[src/rtl/systolic_pe.sv]
`default_nettype none
// ============================================================================
// Module   : systolic_pe
// Brief    : Systolic multiply-accumulate PE. A/B pass-through, 2-stage
//            signed MAC, dot product of K pairs latched into Cout with done.
// Revision : 1.0
// ============================================================================
module systolic_pe #(
    parameter int BITS_AB = 8,
    parameter int BITS_C  = 24,
    parameter int K       = 8
) (
    input  logic               clk,
    input  logic               rst_n,
    input  logic               en,
    input  logic               clr,
    input  logic [BITS_AB-1:0] Ain,
    input  logic [BITS_AB-1:0] Bin,
    output logic [BITS_AB-1:0] Aout,
    output logic [BITS_AB-1:0] Bout,
    output logic [BITS_C-1:0]  Cout,
    output logic               done
);

    localparam int              c_pw    = 2 * BITS_AB;
    localparam int              c_cnt_w = (K > 1) ? $clog2(K) : 1;
    localparam logic [c_cnt_w-1:0] c_last = c_cnt_w'(K - 1);

    logic signed [c_pw-1:0]   w_mul;
    logic signed [BITS_C-1:0] w_p;
    logic        [BITS_C-1:0] w_sum;

    logic signed [c_pw-1:0]   r_prod;
    logic                     r_prod_v;
    logic        [BITS_C-1:0] r_acc;
    logic        [c_cnt_w-1:0] r_cnt;

    assign w_mul = c_pw'($signed(Ain)) * c_pw'($signed(Bin));
    assign w_p   = BITS_C'(r_prod);
    assign w_sum = r_acc + w_p;

    // Stage 1: operand pass-through and product register
    always_ff @(posedge clk or negedge rst_n) begin
        if (!rst_n) begin
            Aout   <= '0;
            Bout   <= '0;
            r_prod <= '0;
        end else if (en) begin
            Aout   <= Ain;
            Bout   <= Bin;
            r_prod <= w_mul;
        end
    end

    // A pair sampled together with clr never reaches the accumulator
    always_ff @(posedge clk or negedge rst_n) begin
        if (!rst_n) begin
            r_prod_v <= 1'b0;
        end else begin
            r_prod_v <= en && !clr;
        end
    end

    // Stage 2: accumulate, and publish on the K-th product
    always_ff @(posedge clk or negedge rst_n) begin
        if (!rst_n) begin
            r_acc <= '0;
            r_cnt <= '0;
            Cout  <= '0;
            done  <= 1'b0;
        end else if (clr) begin
            r_acc <= '0;
            r_cnt <= '0;
            done  <= 1'b0;
        end else if (r_prod_v) begin
            if (r_cnt == c_last) begin
                Cout  <= w_sum;
                done  <= 1'b1;
                r_acc <= '0;
                r_cnt <= '0;
            end else begin
                r_acc <= w_sum;
                r_cnt <= r_cnt + c_cnt_w'(1);
                done  <= 1'b0;
            end
        end else begin
            done <= 1'b0;
        end
    end

endmodule
`default_nettype wire

[config.mk]
export PLATFORM = sky130hd
export DESIGN_NAME = systolic_pe
export DESIGN_NICKNAME = d
export VERILOG_FILES = /design/src/rtl/systolic_pe.sv
export SDC_FILE = /design/constraint.sdc
export NUM_CORES = 1
export LEC_CHECK = 0
export CAP_MARGIN = 20
export CORE_MARGIN = 5
export CORE_UTILIZATION = 59
export DETAILED_ROUTE_END_ITERATION = 8
export PLACE_DENSITY = 0.81
export SETUP_SLACK_MARGIN = 0.2
export SYNTH_ARGS = -nofsm -noshare
export SYNTH_HDL_FRONTEND = slang
export SYNTH_SLANG_ARGS = --single-unit
[constraint.sdc]
create_clock -name clk -period 3.8 [get_ports clk]
set_input_delay 1.14 -clock clk [delete_from_list [all_inputs] [get_ports clk]]
set_output_delay 1.14 -clock clk [all_outputs]
set_load 0.1 [all_outputs]
==> out/summary.txt <==
Status: finished with violations
Violated checks: setup timing
Vias: 5320
Most frequent cells after synthesis: dfrtp_1 (85), inv_1 (81), nand2_1 (79)
Synth Flop Type: dfrtp_1
Total track usage: 0.251
Clock Sink Count: 85
Die Footprint: 13700 um^2
Total Power: 6.11 mW
Layout cells sized above 1: 0.338
Worst path required time: 4.04 ns
Worst min-delay path endpoint: Cout[10]$_DFFE_PN0P_
Synth area leaders: dfrtp_1 (31%), fa_1 (17%), ha_1 (10%)
Unrepaired setup endpoints after global routing: yes
Post-DP HPWL: 11300 um
Cell type with the largest total area after synthesis: dfrtp_1
CTS Buf Count: 9
Max-Slew Margin vs Limit: 0.636
RR Startpoint: r_prod[0]$_DFFE_PN0P_
Vias in the first global route: 5675
Fin crit period: 4.73 ns
Final Skew: 0.00733 ns
Setup violators final: 11
Clock buffer depth: 2
Yosys warnings: 0
GP Congestion: 0.919
Clock latency on the worst-skew pair: 0.35 ns
CTS tree: yes
Syn_area_per_cell: 10.2 um^2
#FFs+latches synth: 85
Max capacitance violation total: 0
Fin. Hold Viols: 0
Worst setup margin: -0.934 ns
First-pass DRT Iterations: 4
Post-synth EDFFs: 0
Die Ht: 117 um
Most frequent cell after synthesis: dfrtp_1
Crit path DAT: 4.97 ns
PortBufs: 60
Slew of the pin with the lowest slew margin: 0.545 ns
Final net count: 917
Cell area after layout: 8700 um^2
Largest net degree at the start of global routing: 86
DP Area: 7900 um^2
Initial DRC Count: 376
LEAKAGE: 4.22 nW
Clock slew at reported path FFs: 0.06 ns
Startpoint types: input pin
Hold Path Depth: 2
FF-to-FF path depth: 9
Root buf cell: clkbuf_16
Drt drc: 0
WL per Instance: 17.2 um
Reg2reg end: Cout[16]$_DFFE_PN0P_
Critical Path End Type: flip-flop
CP max FO: 5
Final period util: 1.25
Kind of critical path: input pin to flip-flop
Class of the worst hold path: flip-flop to flip-flop
Initial antenna violation count: 0
Number of library cell types mapped by synthesis: 58
# diodes: 0
Asr flop ratio synth: 1.00
Worst hold start: Cout[10]$_DFFE_PN0P_
Post-Syn Nets: 793
Final Slew Violations: 0
H-tree levels: 3
Drt via density: 5.69
Row cnt: 39
Core area: 11300 um^2
Routed Antenna Nets: 0
Post-synth top area share: 0.314
Max Fclk: 211 MHz
Post-synthesis sequential area ratio: 0.314
First-pass GRT wire length: 27000 um
Post-Syn Area: 6780 um^2
WL final: 16100 um
Cell count after synthesis: 663
Reg2reg setup slack: 0.67 ns
PD cells: 702 nW/um^2
Initial Util: 0.599
Peak supply drop: 0.529 mV
Die width: 117 um
IO Pins: 61
Grt total ovfl: 0
Area growth, synth to finish: 28.4%
[sequential cells by signal, indices dropped and copies added, names as in the netlist]
signal and flops:
Aout 8, Bout 8, done 1, r_cnt 3
r_acc 24, r_prod_v 1, r_prod 16, Cout 24
[placed cells by master, fill, tap and decap left out, drive strengths merged, types with 2 or more instances in the layout]
cell	count
a22o	13
or3	7
o21ai	33
nor2b	7
xor2	13
a31oi	2
a2111oi	3
xnor2	19
o31ai	7
nor3b	3
mux2	31
nand2b	4
a211oi	5
ha	54
buf	128
o21bai	2
dfrtp	85
a21o	13
inv	84
o2111ai	3
nand2	79
nor3	10
clkbuf	10
nand3	4
nand4	2
a311oi	2
mux2i	2
nor2	16
o21a	7
and2	38
a21oi	24
fa	56
bufinv	2
nand3b	4
a211o	2
clkdlybuf4s50	2
o211ai	4
[timing repair]
item                                    CTS  global route
resized for setup                       153            31
pin swaps                                34            21
buffers inserted                         12             5
hold buffers                              0             0
endpoints found under the hold margin     0             0
endpoints found under the setup margin   12            11
[report_power, final]
group / internal, mW / total, mW / switching [mW]
logic: 1.90 / 3.94 / 2.05
registers: 1.06 / 1.18 / 0.124
clock network: 0.585 / 0.980 / 0.396
total: 3.54 / 6.11 / 2.57
[final cells by class]
class,count,area (um^2)
repair buffers,130,1110
clock inverters,6,93.8
multi-input cells,480,4650
flip-flops and latches,85,2130
clock buffers,10,229
inverters,81,307
well taps,143,179
fillers,682,2620
[worst max-delay path: stages]
cell       delay [ns]
buf_8            0.11
and2_4           0.15
fa_1             0.51
inv_2            0.04
fa_1             0.49
inv_2            0.04
fa_1             0.53
inv_1            0.05
fa_1             0.50
inv_2            0.06
ha_4             0.23
a2111oi_4        0.40
buf_4            0.19
nor3_4           0.05
nor3_2           0.13
xnor2_1          0.09
mux2_4           0.25
[cells by family after synthesis]
family          count (synthesis)  share of synthesized area
xor+xnor                       32                     0.0414
mux                            33                     0.0556
compound gates                128                      0.136
flops                          85                      0.314
fa+ha+maj                     110                      0.265
buf+inv                        98                     0.0572
simple gates                  177                      0.131
[metal layers]
layer,up-vias,wire length [um],global-route usage
met1,2727,6710,0.322
li1,2479,-,-
met2,93,8670,0.433
met3,21,490,0.0452
met5,-,0,0
met4,0,249,0.0787
[stage by stage]
| step | instances | setup slack, ns | hold slack [ns] | TNS, ns | util |
|---|---|---|---|---|---|
| final | 935 | -0.934 | 0.484 | -7.75 | 0.769 |
| after global routing | 935 | -1.04 | 0.508 | -8.84 | 0.769 |
| after CTS | 929 | -0.890 | 0.484 | -7.00 | 0.753 |
| after detailed placement | 901 | -1.79 | 0.468 | -16.76 | 0.698 |
| after global placement | 901 | -1.70 | 0.465 | -16.11 | 0.698 |
| after floorplan | 663 | -1.00 | 0.453 | -7.37 | - |
[how the worst max path moves through the flow]
stage	cells past startpoint	from	slack (ns)	endpoint
after detailed placement	15	Ain[7]	-1.79	r_prod[15]$_DFFE_PN0P_
after floorplan	16	Bin[4]	-1.00	r_prod[13]$_DFFE_PN0P_
after global placement	14	Ain[1]	-1.70	r_prod[13]$_DFFE_PN0P_
final	17	Bin[1]	-0.93	r_prod[13]$_DFFE_PN0P_
after CTS	20	Bin[2]	-0.89	r_prod[13]$_DFFE_PN0P_
after global routing	17	Bin[1]	-1.04	r_prod[13]$_DFFE_PN0P_
Power figures use the tool's default switching activity.
